File: config.mk
export PLATFORM = sky130hd
export DESIGN_NAME = nvram_hps_sync
export DESIGN_NICKNAME = d
export VERILOG_FILES = /design/src/rtl/nvram_hps_sync.sv
export SDC_FILE = /design/constraint.sdc
export NUM_CORES = 1
export LEC_CHECK = 0
export BUFFER_PORTS_ARGS = -buffer_cell sky130_fd_sc_hd__clkbuf_2
export CORE_MARGIN = 4
export CORE_UTILIZATION = 46
export DETAILED_ROUTE_END_ITERATION = 10
export GPL_TIMING_DRIVEN = 0
export PLACE_DENSITY_LB_ADDON = 0.2
export REMOVE_ABC_BUFFERS = 1
export SLEW_MARGIN = 10
export SYNTH_ARGS = -nofsm -noshare
export SYNTH_HDL_FRONTEND = slang
export SYNTH_SLANG_ARGS = --single-unit
File: constraint.sdc
create_clock -name clk -period 2.4 [get_ports clk]
set_input_delay 0.36 -clock clk [delete_from_list [all_inputs] [get_ports clk]]
set_output_delay 0.36 -clock clk [all_outputs]
set_load 0.01 [all_outputs]
File: src/rtl/nvram_hps_sync.sv
// Bridges the hps_io SD-block interface to the CD-i NVRAM backup/restore port:
// restores the image on mount, writes it back on OSD request or autosave timeout.
module nvram_hps_sync #(
    parameter int unsigned AUTOSAVE_CYCLES = 60_000_000,
    parameter int unsigned SECTORS         = 16
) (
    input  logic        clk,
    input  logic        reset,
    input  logic        img_mounted,
    input  logic        img_readonly,
    input  logic [63:0] img_size,
    input  logic        save_request,
    output logic [31:0] sd_lba,
    output logic        sd_rd,
    output logic        sd_wr,
    input  logic        sd_ack,
    input  logic [8:0]  sd_buff_addr,
    input  logic [7:0]  sd_buff_dout,
    input  logic        sd_buff_wr,
    output logic [7:0]  sd_buff_din,
    output logic [12:0] nvram_backup_restore_adr,
    output logic [7:0]  nvram_restore_data,
    output logic        nvram_restore_write,
    input  logic [7:0]  nvram_backup_data,
    input  logic        nvram_cpu_changed,
    output logic        nvram_allow_cpu_access,
    output logic        busy,
    output logic        dirty
);

    localparam logic [2:0] S_IDLE    = 3'd0;
    localparam logic [2:0] S_RD_REQ  = 3'd1;
    localparam logic [2:0] S_RD_XFER = 3'd2;
    localparam logic [2:0] S_WR_REQ  = 3'd3;
    localparam logic [2:0] S_WR_XFER = 3'd4;

    localparam int unsigned CW = (AUTOSAVE_CYCLES > 1) ? $clog2(AUTOSAVE_CYCLES + 1) : 1;
    localparam logic [CW-1:0] CNT_MAX     = CW'(AUTOSAVE_CYCLES);
    localparam logic [CW-1:0] CNT_EXP     = CW'(AUTOSAVE_CYCLES - 1);
    localparam logic [3:0]    LAST_SECTOR = 4'(SECTORS - 1);
    localparam logic [63:0]   NVRAM_BYTES = 64'd8192;

    logic [2:0]    state_q, state_d;
    logic [3:0]    sector_q, sector_d;
    logic          sd_rd_q, sd_rd_d;
    logic          sd_wr_q, sd_wr_d;
    logic          dirty_q, dirty_d;
    logic [CW-1:0] cnt_q, cnt_d;
    logic          mount_pend_q, mount_pend_d;
    logic          sd_ack_q;

    logic          mounted_q, mounted_d;
    logic          ro_q, ro_d;
    logic [63:0]   size_q, size_d;

    logic          mount_evt;
    logic [63:0]   eff_size;
    logic          ack_fall;
    logic          expire;
    logic          save_trig;

    always_comb begin
        mounted_d = img_mounted ? (img_size != 64'd0) : mounted_q;
        ro_d      = img_mounted ? img_readonly : ro_q;
        size_d    = img_mounted ? img_size : size_q;

        // A mount that aborted a transfer is replayed from IDLE using the latched size.
        mount_evt = img_mounted | mount_pend_q;
        eff_size  = img_mounted ? img_size : size_q;
        ack_fall  = sd_ack_q & ~sd_ack;
        expire    = (AUTOSAVE_CYCLES != 0) && (state_q == S_IDLE) && (cnt_q == CNT_EXP);
        save_trig = (save_request | expire) & mounted_q & ~ro_q & dirty_q;

        state_d      = state_q;
        sector_d     = sector_q;
        sd_rd_d      = sd_rd_q;
        sd_wr_d      = sd_wr_q;
        dirty_d      = dirty_q;
        mount_pend_d = mount_pend_q;

        case (state_q)
            S_IDLE: begin
                if (mount_evt) begin
                    mount_pend_d = 1'b0;
                    if (eff_size >= NVRAM_BYTES) begin
                        state_d  = S_RD_REQ;
                        sector_d = '0;
                        sd_rd_d  = 1'b1;
                    end else if (eff_size != 64'd0) begin
                        dirty_d = 1'b1;
                    end
                end else if (save_trig) begin
                    state_d  = S_WR_REQ;
                    sector_d = '0;
                    sd_wr_d  = 1'b1;
                    dirty_d  = 1'b0;
                end
            end
            S_RD_REQ: begin
                if (sd_ack) begin
                    sd_rd_d = 1'b0;
                    state_d = S_RD_XFER;
                end
            end
            S_RD_XFER: begin
                if (ack_fall) begin
                    sector_d = sector_q + 4'd1;
                    if (sector_q == LAST_SECTOR) begin
                        state_d = S_IDLE;
                        dirty_d = 1'b0;
                    end else begin
                        state_d = S_RD_REQ;
                        sd_rd_d = 1'b1;
                    end
                end
            end
            S_WR_REQ: begin
                if (sd_ack) begin
                    sd_wr_d = 1'b0;
                    state_d = S_WR_XFER;
                end
            end
            S_WR_XFER: begin
                if (ack_fall) begin
                    sector_d = sector_q + 4'd1;
                    if (sector_q == LAST_SECTOR) begin
                        state_d = S_IDLE;
                    end else begin
                        state_d = S_WR_REQ;
                        sd_wr_d = 1'b1;
                    end
                end
            end
            default: begin
                state_d = S_IDLE;
                sd_rd_d = 1'b0;
                sd_wr_d = 1'b0;
            end
        endcase

        if (img_mounted && (state_q != S_IDLE)) begin
            state_d      = S_IDLE;
            sector_d     = '0;
            sd_rd_d      = 1'b0;
            sd_wr_d      = 1'b0;
            mount_pend_d = 1'b1;
        end

        // CPU writes re-mark dirty even over a clear issued in the same cycle.
        if (nvram_cpu_changed) begin
            dirty_d = 1'b1;
        end

        cnt_d = cnt_q;
        if (nvram_cpu_changed || !dirty_q) begin
            cnt_d = '0;
        end else if ((state_q == S_IDLE) && (cnt_q != CNT_MAX)) begin
            cnt_d = cnt_q + 1'b1;
        end
    end

    always_ff @(posedge clk) begin
        if (reset) begin
            state_q      <= S_IDLE;
            sector_q     <= '0;
            sd_rd_q      <= 1'b0;
            sd_wr_q      <= 1'b0;
            dirty_q      <= 1'b0;
            cnt_q        <= '0;
            mount_pend_q <= 1'b0;
            sd_ack_q     <= 1'b0;
        end else begin
            state_q      <= state_d;
            sector_q     <= sector_d;
            sd_rd_q      <= sd_rd_d;
            sd_wr_q      <= sd_wr_d;
            dirty_q      <= dirty_d;
            cnt_q        <= cnt_d;
            mount_pend_q <= mount_pend_d;
            sd_ack_q     <= sd_ack;
        end
    end

    // Image descriptors mirror HPS state and survive core reset.
    always_ff @(posedge clk) begin
        mounted_q <= mounted_d;
        ro_q      <= ro_d;
        size_q    <= size_d;
    end

    always_comb begin
        sd_lba                   = {28'd0, sector_q};
        sd_rd                    = sd_rd_q;
        sd_wr                    = sd_wr_q;
        sd_buff_din              = nvram_backup_data;
        nvram_restore_write      = (state_q == S_RD_XFER) && sd_buff_wr;
        nvram_restore_data       = (state_q == S_RD_XFER) ? sd_buff_dout : '0;
        nvram_backup_restore_adr = ((state_q == S_RD_XFER) || (state_q == S_WR_XFER))
                                   ? {sector_q, sd_buff_addr} : '0;
        nvram_allow_cpu_access   = (state_q == S_IDLE);
        busy                     = (state_q != S_IDLE);
        dirty                    = dirty_q;
    end

endmodule
==> impl_results.md, run 1 <==
* Outcome: finished, final reports clean
* Clock transition at the registers of the reported paths at ~0.11 ns
* Reg power frac at between 40% and 50%
* Worst path arrival time at 2.61 ns
* Root buf cell: clkbuf_8
* Crit path cell chain: or3_4 -> or4_4 -> nor3_4 -> o21ai_1 -> a31o_1 -> o31ai_2
* Cell Pwr Density at ~700 mW/mm^2
* Synthesis Warnings at 0
* CTS tree: built
* Worst-Margin Slew at ~0.85 ns
* Peak VDD IR at approximately 0.00063 V
* Post-synth ARST share at 0%
* Post-synth top area cell: dfxtp_1
* Fraction of layout cells with a size suffix above 1 at roughly 37%
* Congestion Overflow GR at 0
* Rel. slew slack at between 40 and 50%
* Synthesis-to-layout area growth at 17.1%
* Residual DRC at 0
* DIE HEIGHT at ~110 um
* Power, Total at ~4.1 mW
* Iter 0 DRT Violations at ~160
* Max incr delay on CP at between 0.5 and 0.6 ns
* Hpwl dp at approximately 8400 um
* Worst min-delay path category: input pin to flop
* Gr usage total at ~17%
* Routability Congestion at around 0.8
* Clock network power share at approximately 26%
* Netlist Area Pre-Place at a little under 0.005 mm^2
* Drt first pass iters at 5
* Final setup viols at 0
* Int Pwr at approximately 2.8 mW
* Chip width at 112 um
* Hold buffer count at CTS at 0
* First-pass GRT wire length at 18100 um
* Ys flop type: dfxtp_1
* Synth cell types at 59
* Area share of fa/ha/maj cells after synthesis at less than 1%
* H-tree Lvls at 3
* Gate power share at 25.0%
* WP data required at around 2.7 ns
* Fin area at 0.00582 mm^2
* Synth Area in Compound Gates at 8.72%
* CP Launch Type: flop
* Switching power share of the total at between 30 and 40%
* Worst clock skew at approximately 0.014 ns
* Worst Path Max Fanout at 17
* Switching power at ~1.4 mW
* Synth Area in Simple Gates at 21.9%
* Slack of the critical path at about 0.081 ns
* Register area share after synthesis at 42.3%
* Starting Density at 47.7%
* Yosys top cell area share at between 40% and 50%
* Top cells by count, synth: 102 x dfxtp_1, 64 x mux2_2, 43 x nor2_1, 36 x buf_4
* Synthesized flop and latch total at between 100 and 150
* Pin count of the biggest net entering global routing at 34
* CTS Buf Count at 9
* Number of global-route vias before repair at 3904
* Detail Route Antenna Nets at 0
* Post-synthesis mux area share at roughly 15%
* LEAKAGE at 2.37 nW
* Count of final hold-check violations at 0
* Fill cells at between 900 and 1000
* Largest family of logic cells by synthesized area: simple AND/OR/NAND/NOR gates
* Placed cell areas at around 0.0055 mm^2
* CP max stage cell: or4_4
* Largest cells by area after synthesis: dfxtp_1 41%, mux2_2 15%, buf_4 5.4%, nor2_1 3.3%, and2_1 3.0%
* Worst-Skew Late Latency at ~0.37 ns
* Antenna violations before repair at 0
* Final worst-path cycle share at ~97%
* Nets at between 700 and 800
* Fmax at about 430 MHz
* Post-synthesis xor/xnor area fraction at under 10%
* Unrepaired setup endpoints after global routing: true
* Number of flops mapped to enable cells by yosys at 2
* # rows at 37
* IO Pins at between 150 and 200
* Buffers on Ports at roughly 120
* Pre-CTS WS at -0.529 ns
* Final slew viol count at 0
* Vias at approximately 4000
* Most frequent cell after synthesis: dfxtp_1
* Routed WL at 11300 um
* Fin crit period at ~2.3 ns
* Via density at between 5 and 6
* Area of the core at between 0.01 and 0.015 mm^2
* Seq. cell area at 0.00211 mm^2
* Final core occ at a little under three fifths
* CTS sink cnt at about 100
* Multi-input gate area in the final layout at 0.00263 mm^2
* Syn avg cell area at roughly 9.7 um^2
* Antenna cells at 0
* Die area at between 0.01 and 0.015 mm^2
* Cells after synthesis at approximately 500
* Setup CP Type: flop to flop
* Max-cap viol count at 0
* Wirelength per Cell at 14.7 um
* Crit. End Element: flop
* Longest Clk Path Bufs at 2
* Reg-to-reg slack, setup at between 0.08 and 0.09 ns
-- through the flow --
| step | TNS, ns | hold slack (ns) | instances |
|---|---|---|---|
| after floorplan | -0.0109 | 0.432 | 486 |
| after CTS | 0 | 0.152 | 761 |
| after global routing | -0.0132 | 0.151 | 763 |
| after detailed placement | -4.52 | 0.461 | 742 |
| final | 0 | 0.166 | 763 |
| after global placement | -10.82 | 0.457 | 741 |
-- power groups by stage --
stage          logic, mW  registers [mW]  clock network (mW)
6_report            1.03            2.04                1.05
4_1_cts             1.01            2.03                1.09
2_1_floorplan      0.632            2.03                   0
3_5_place_dp       0.973            2.06                   0
5_1_grt             1.14            2.07                1.15
3_3_place_gp       0.954            2.05                   0
-- sequential cells by signal, summed over array words and instances (netlist names) --
name,flops
dirty,1
sd_wr,1
mount_pend_q,1
sd_ack_q,1
cnt_q,26
state_q,3
size_q,64
ro_q,1
sector_q,4
mounted_q,1
sd_rd,1
-- logic make-up after synthesis --
kind of cell               count (synthesis)
muxes                                     67
DFF                                      104
AOI/OAI and AO/OA                         65
adders and majority gates                  3
xor gates and xnor gates                  18
other                                      1
buffers and inverters                     63
and+or+nand+nor                          193
-- path summary, 6_finish.rpt --
path	end	cells after the start	start
min	ro_q	1	img_readonly
min reg2reg	size_q[59]	1	size_q[59]
max	state_q[1]	6	state_q[1]
max reg2reg	state_q[1]	6	state_q[1]
-- cell usage in the layout (no fill, tap or decap), drive strengths merged, types with 14 or more instances in the layout --
cell type,instances
nand2,18
nor4,24
and2,24
nor2,44
dfxtp,102
clkbuf,127
conb,28
nor3,14
mux2,65
a21oi,20
nand3,15
o21ai,20
-- metal layers --
metal | share of wire [%] | vias up | GRT usage (%)
met5 | 0 | - | 0
met4 | 1.4 | 0 | 5.19
met3 | 6.5 | 14 | 4.57
met2 | 49 | 124 | 30.2
met1 | 43 | 1862 | 21.3
li1 | - | 2017 | -
-- area by class of cell --
cell class	count	area share (%)
inverters	8	0.559
repair buffers	124	11.8
flip-flops and latches	104	36.3
multi-input cells	375	45.3
clock inverters	7	1.05
well taps	136	2.93
clock buffers	9	2.13
-- worst max-delay path, delay by kind of cell, from the launching register on --
| family | cells | cell delay (ns) |
|---|---|---|
| AND/OR/NAND/NOR | 3 | 1.25 |
| flip-flops | 1 | 0.42 |
| AO/OA/AOI/OAI | 3 | 0.57 |
-- repair_timing --
| action | in CTS | in global routing |
|---|---|---|
| setup buffers | 2 | 1 |
| resized for setup | 8 | 9 |
| pin swaps | 1 | 2 |
| endpoints found under the hold margin | 0 | 0 |
| endpoints found under the setup margin | 40 | 23 |
| cloned | 1 | 1 |
Note: power is estimated with default switching activity, not from simulation.
==> inputs of run 2 (changes only) <==
--- a/config.mk
+++ b/config.mk
@@ -12,6 +12,7 @@
 export GPL_TIMING_DRIVEN = 0
 export PLACE_DENSITY_LB_ADDON = 0.2
 export REMOVE_ABC_BUFFERS = 1
+export SETUP_SLACK_MARGIN = 0.5
 export SLEW_MARGIN = 10
 export SYNTH_ARGS = -nofsm -noshare
 export SYNTH_HDL_FRONTEND = slang
==> run 2 against run 1 <==
Net effect: non-clock buffer count up 33; clock skew down 0.0019 ns; maximum frequency up 11%; worst setup slack better by 0.24 ns; register-to-register slack better by 0.24 ns; sequential share of layout area down 3.3 points; global-route usage up 0.97 points; highest routed layer unchanged; via count up 5.3%; combinational power up 46%.
==> impl_results.md, run 2 (synthesis gave the netlist of run 1 again) <==
* Chip width at 112 um (unchanged)
* Wirelength per Cell at 15.6 um (+5.5%)
* LEAKAGE at 2.65 nW (+12%)
* Crit. End Element: flop
* Longest Clk Path Bufs at 2 (unchanged)
* Commonest non-fill, non-tap cell in the layout: clkbuf_2
* Unrepaired setup endpoints after global routing: true
* Worst-case reg-to-reg path depth at 6 (unchanged)
* Worst min-delay path category: input pin to flop
* Power, Total at 4.54 mW (+10%)
* Final slew viol count at 0 (unchanged)
* Pre-CTS WS at -0.529 ns (unchanged)
* Area of the core at 0.0104 mm^2 (unchanged)
* Nets at 756 (+4.7%)
* CP max stage cell: or4b_4
* Worst path arrival time at 2.34 ns (-0.27 ns)
* Via density at 5.31 (+0.83%)
* Drt first pass iters at 4 (-1)
* Pin count of the biggest net entering global routing at 33 (-2.9%)
* Setup TNS at 0 ns (unchanged)
* Worst-Skew Late Latency at 0.37 ns (about the same)
* Root buf cell: clkbuf_8
* Buffers on Ports at 119 (unchanged)
* IO Pins at 164 (unchanged)
* Detail Route Antenna Nets at 0 (unchanged)
* DP Cell Count at 742 (unchanged)
* Reg2reg end: cnt_q[25]
* H-tree Lvls at 3 (unchanged)
* Hold buffer count at CTS at 0 (unchanged)
* Fmax at 480 MHz (+11%)
* Worst clock skew at 0.0123 ns (-0.00186 ns)
* Setup CP Type: flop to flop
* Residual DRC at 0 (unchanged)
* Worst Path Max Fanout at 7 (-10)
* Slack of the critical path at 0.317 ns (+0.236 ns)
* Clock transition at the registers of the reported paths at 0.10 ns (about the same)
* Starting Density at 47.7% (unchanged)
* Fin crit period at 2.08 ns (-0.236 ns)
* Number of global-route vias before repair at 4113 (+5.4%)
* Routed WL at 12400 um (+10%)
* Vias at 4231 (+5.3%)
* Crit path cell chain: nand4_4 -> or4b_4 -> or3_4 -> nor2_4 -> nand3_2 -> mux2_4
* Iter 0 DRT Violations at 171 (+7.5%)
* Hold depth at 1 (unchanged)
* R2r startpoint: cnt_q[6]
* Outcome: finished, final reports clean
* Final hold slack at 0.174 ns (+0.00751 ns)
* Crit path from: cnt_q[6]
* Routability Congestion at 0.799 (unchanged)
* Reg power frac at 43.6% (-5.9 points)
* WP data required at 2.66 ns (-0.03 ns)
* Max-cap viol count at 0 (unchanged)
* Antenna violations before repair at 0 (unchanged)
* Switching power at 1.49 mW (+10%)
* Worst setup path endpoint: cnt_q[25]
* Gate power share at 33.1% (+8.1 points)
* Fill cells at 870 (-8.8%)
* Most frequent cells in the layout: 106 x clkbuf_2, 89 x dfxtp_1, 64 x mux2_2
* Final core occ at 62.2% (+6.4 points)
* Final Non-Filler Cells at 797 (+4.5%)
* Fraction of layout cells with a size suffix above 1 at 46.7% (+10 points)
* Count of final hold-check violations at 0 (unchanged)
* Most flops, register: size_q
* Top Registers: size_q x64, cnt_q x26, sector_q x4
* CP Depth at 6 (unchanged)
* Reg-to-reg slack, setup at 0.32 ns (+0.24 ns)
* Final worst-path cycle share at 86.8% (-9.8 points)
* Synthesis-to-layout area growth at 30.5%
* Congestion Overflow GR at 0 (unchanged)
* Switching power share of the total at 32.9% (about the same)
* Crit path buf inv count at 0 (unchanged)
* Clock network power share at 23.3% (-2.2 points)
* Cell Pwr Density at 700 mW/mm^2 (-1.3%)
* Int Pwr at 3.04 mW (+9.9%)
* Max incr delay on CP at 0.51 ns (-0.08 ns)
* Worst-Margin Slew at 0.922 ns (+0.0707 ns)
* CTS sink cnt at 104 (unchanged)
* Final setup viols at 0 (unchanged)
* # rows at 37 (unchanged)
* CP top delay family: simple AND/OR/NAND/NOR gates
* Hpwl dp at 8360 um (unchanged)
* Max reg flops at 64 (unchanged)
* Fin area at 0.00648 mm^2 (+11%)
* CTS Buf Count at 9 (unchanged)
* Gr usage total at 18.4% (+0.97 points)
* Antenna cells at 0 (unchanged)
* CTS tree: built
* First-pass GRT wire length at 19100 um (+5.6%)
* Die area at 0.0125 mm^2 (unchanged)
* Peak VDD IR at 0.000435 V (-31%)
* CP Launch Type: flop
* Rel. slew slack at 38.4% (-4.7 points)
* Placed cell areas at 0.00550 mm^2 (unchanged)
* DIE HEIGHT at 112 um (unchanged)
==> run 2: what timing repair did <==
| item | 4_1_cts | 5_1_grt |
|---|---|---|
| resized for setup | 47 | 68 |
| gates cloned | 4 | 0 |
| buffers inserted | 24 | 11 |
| setup endpoints to repair | 54 | 37 |
| pin swaps | 27 | 35 |
==> run 2: how the worst min path moves through the flow <==
stage / startpoint / endpoint / slack (ns)
2_1_floorplan: reset / sd_ack_q / 0.43
3_3_place_gp: size_q[44] / size_q[44] / 0.46
3_5_place_dp: size_q[10] / size_q[10] / 0.46
4_1_cts: img_readonly / ro_q / 0.15
5_1_grt: img_readonly / ro_q / 0.15
6_report: img_readonly / ro_q / 0.17
==> run 2: final cells by class <==
cell class / count / area (um^2) / share of cell area (%)
inverters: 8 / 37.5 / 0.579
well taps: 136 / 170 / 2.63
flip-flops and latches: 104 / 2140 / 33.0
clock buffers: 9 / 124 / 1.91
multi-input cells: 376 / 2880 / 44.4
clock inverters: 7 / 61.3 / 0.946
repair buffers: 157 / 1070 / 16.5
==> run 2: power by group through the flow <==
stage	clock (mW)	sequential, mW	combinational (mW)
after detailed placement	0	2.06	0.973
final	1.06	1.98	1.50
after CTS	1.09	1.98	1.34
after global placement	0	2.05	0.954
after global routing	1.15	2.00	1.63
after floorplan	0	2.03	0.632
==> run 2: routing by layer <==
| metal | GRT usage, % | wire, um | up-vias |
|---|---|---|---|
| li1 | - | - | 2083 |
| met1 | 22.1 | 5170 | 1981 |
| met2 | 32.0 | 6230 | 147 |
| met3 | 4.78 | 780 | 20 |
| met4 | 5.92 | 220 | 0 |
| met5 | 0 | 0 | - |
==> inputs of run 3 (changes only) <==
--- a/config.mk
+++ b/config.mk
@@ -6,7 +6,7 @@
 export NUM_CORES = 1
 export LEC_CHECK = 0
 export BUFFER_PORTS_ARGS = -buffer_cell sky130_fd_sc_hd__clkbuf_2
-export CORE_MARGIN = 4
+export CORE_MARGIN = 2
 export CORE_UTILIZATION = 46
 export DETAILED_ROUTE_END_ITERATION = 10
 export GPL_TIMING_DRIVEN = 0
==> run 3 against run 2 <==
Net effect: flip-flop and latch count unchanged; final area is 2.1% lower; largest power group unchanged; non-clock buffer count fell by 7; clock power is 4% higher; first-iteration DRC count down 38%.
==> impl_results.md, run 3 (synthesis gave the netlist of run 1 again) <==
* Max-cap viol count at 0 (unchanged)
* Antenna cells at 0 (unchanged)
* Worst-Margin Slew at 0.864 ns (-0.0577 ns)
* Max reg flops at 64 (unchanged)
* Area of the core at 0.0104 mm^2 (unchanged)
* Vias at 4175 (-1.3%)
* Routability Congestion at 0.798 (-0.15%)
* Max incr delay on CP at 0.47 ns (-0.04 ns)
* First-pass GRT wire length at 18500 um (-3.3%)
* Most flops, register: size_q
* Worst min-delay path category: input pin to flop
* IO Pins at 164 (unchanged)
* Most frequent cells in the layout: 118 x clkbuf_2, 88 x dfxtp_1, 64 x mux2_2
* Met2 routed WL at 5900 um (-5.3%)
* Residual DRC at 0 (unchanged)
* Chip width at 108 um (-3.6%)
* Max layer used: met4
* Commonest non-fill, non-tap cell in the layout: clkbuf_2
* CTS sink cnt at 104 (unchanged)
* Antenna violations before repair at 0 (unchanged)
* CP top delay family: simple AND/OR/NAND/NOR gates
* Peak VDD IR at 0.000504 V (+16%)
* Worst-Skew Late Latency at 0.37 ns (about the same)
* Hold buffer count at CTS at 0 (unchanged)
* WL met1 at 4850 um (-6.3%)
* Top Registers: size_q x64, cnt_q x26, sector_q x4
* Worst path arrival time at 2.38 ns (+0.04 ns)
* Final slew viol count at 0 (unchanged)
* Gr usage total at 20.0% (+1.6 points)
* Crit. End Element: flop
* Final hold slack at 0.173 ns (-0.000617 ns)
* Routed WL at 11600 um (-6.1%)
* LEAKAGE at 2.59 nW (-2.5%)
* Cell Pwr Density at 699 mW/mm^2 (about the same)
* Worst Path Max Fanout at 3 (-4)
* Placed cell areas at 0.00550 mm^2 (unchanged)
* Drt first pass iters at 4 (unchanged)
* Rel. slew slack at 42.3% (+3.9 points)
* Pre-CTS WS at -0.507 ns (+0.0217 ns)
* Wirelength per Cell at 14.7 um (-5.3%)
* Buffers on Ports at 119 (unchanged)
* Synthesis-to-layout area growth at 27.7%
* WP data required at 2.68 ns (+0.02 ns)
* CTS tree: built
* Unrepaired setup endpoints after global routing: true
* Count of final hold-check violations at 0 (unchanged)
* Power, Total at 4.44 mW (-2.2%)
* Via density at 5.28 (-0.45%)
* Metal3 WL at 786 um (+0.77%)
* # rows at 37 (unchanged)
* Setup CP Type: flop to flop
* Clock transition at the registers of the reported paths at 0.09 ns (about the same)
* Worst clock skew at 0.00953 ns (-0.00279 ns)
* Nets at 749 (-0.93%)
* Final setup viols at 0 (unchanged)
* Longest Clk Path Bufs at 2 (unchanged)
* Iter 0 DRT Violations at 106 (-38%)
* Pin count of the biggest net entering global routing at 34 (+3.0%)
* Die area at 0.0116 mm^2 (-7.0%)
* Fin area at 0.00634 mm^2 (-2.1%)
* Fraction of layout cells with a size suffix above 1 at 44.3% (-2.4 points)
* Hpwl dp at 8140 um (-2.6%)
* Crit path buf inv count at 0 (unchanged)
* Starting Density at 47.7% (unchanged)
* Crit path cell chain: or3_4 -> or4_4 -> nor3_4 -> o21ai_1 -> a31o_1 -> o31ai_2
* DIE HEIGHT at 108 um (-3.6%)
* Root buf cell: clkbuf_8
* Detail Route Antenna Nets at 0 (unchanged)
* Congestion Overflow GR at 0 (unchanged)
* Fin crit period at 2.10 ns (+0.0174 ns)
* Fmax at 476 MHz (-0.83%)
* CP Launch Type: flop
* Outcome: finished, final reports clean
* CP max stage cell: or4_4
* Fill cells at 894 (+2.8%)
* Final worst-path cycle share at 87.5% (+0.72 points)
* CTS Buf Count at 9 (unchanged)
* Slack of the critical path at 0.300 ns (-0.0174 ns)
* Number of global-route vias before repair at 4050 (-1.5%)
* H-tree Lvls at 3 (unchanged)
run 3: cell types whose count changed in the layout (fill, tap and decap cells not counted), sizes merged:
cell,previous run,this run
buf,48,29
clkbuf,116,130
clkinv,2,0
bufinv,0,1
inv,12,11
run 3: timing repair:
| item | CTS | global route |
|---|---|---|
| resized for setup | 51 | 32 |
| gates cloned | 4 | 0 |
| buffers inserted | 21 | 7 |
| pin swaps | 29 | 17 |
| setup endpoints to repair | 55 | 40 |
run 3: metal layers:
metal  GRT usage [%]  vias up
li1                -     2070
met4            5.22        0
met5               0        -
met2            34.7      123
met3            6.66       10
met1            23.8     1972
run 3: worst paths after layout:
| path | cells after the start | to | slack, ns | start |
|---|---|---|---|---|
| setup / recovery | 6 | state_q[1] | 0.30 | state_q[2] |
| hold / removal | 1 | ro_q | 0.17 | img_readonly |
| setup reg to reg | 6 | state_q[1] | 0.30 | state_q[2] |
| hold reg to reg | 1 | size_q[11] | 0.48 | size_q[11] |
run 3: layout make-up:
cell class                 instances  area, um^2  area share (%)
multi-input combinational        376        2860            45.1
sequential                       104        2140            33.7
timing repair buffer             150         941            14.8
tap                              136         170            2.68
clock buffer                      11         131            2.07
clock inverter                     5        63.8            1.01
inverter                           8        37.5           0.592
run 3: stage by stage:
stage | cells | utilization [%] | TNS (ns)
2_1_floorplan | 486 | - | -0.0109
3_3_place_gp | 741 | 52.5 | -10.76
5_1_grt | 790 | 60.9 | 0
3_5_place_dp | 742 | 52.8 | -4.53
4_1_cts | 783 | 59.1 | 0
6_report | 790 | 60.9 | 0
run 3: power by group:
group          leakage, nW  switching, mW  internal (mW)
clock               0.0949          0.601          0.495
sequential           0.876         0.0866           1.89
combinational         1.62          0.723          0.637
total                 2.59           1.41           3.02
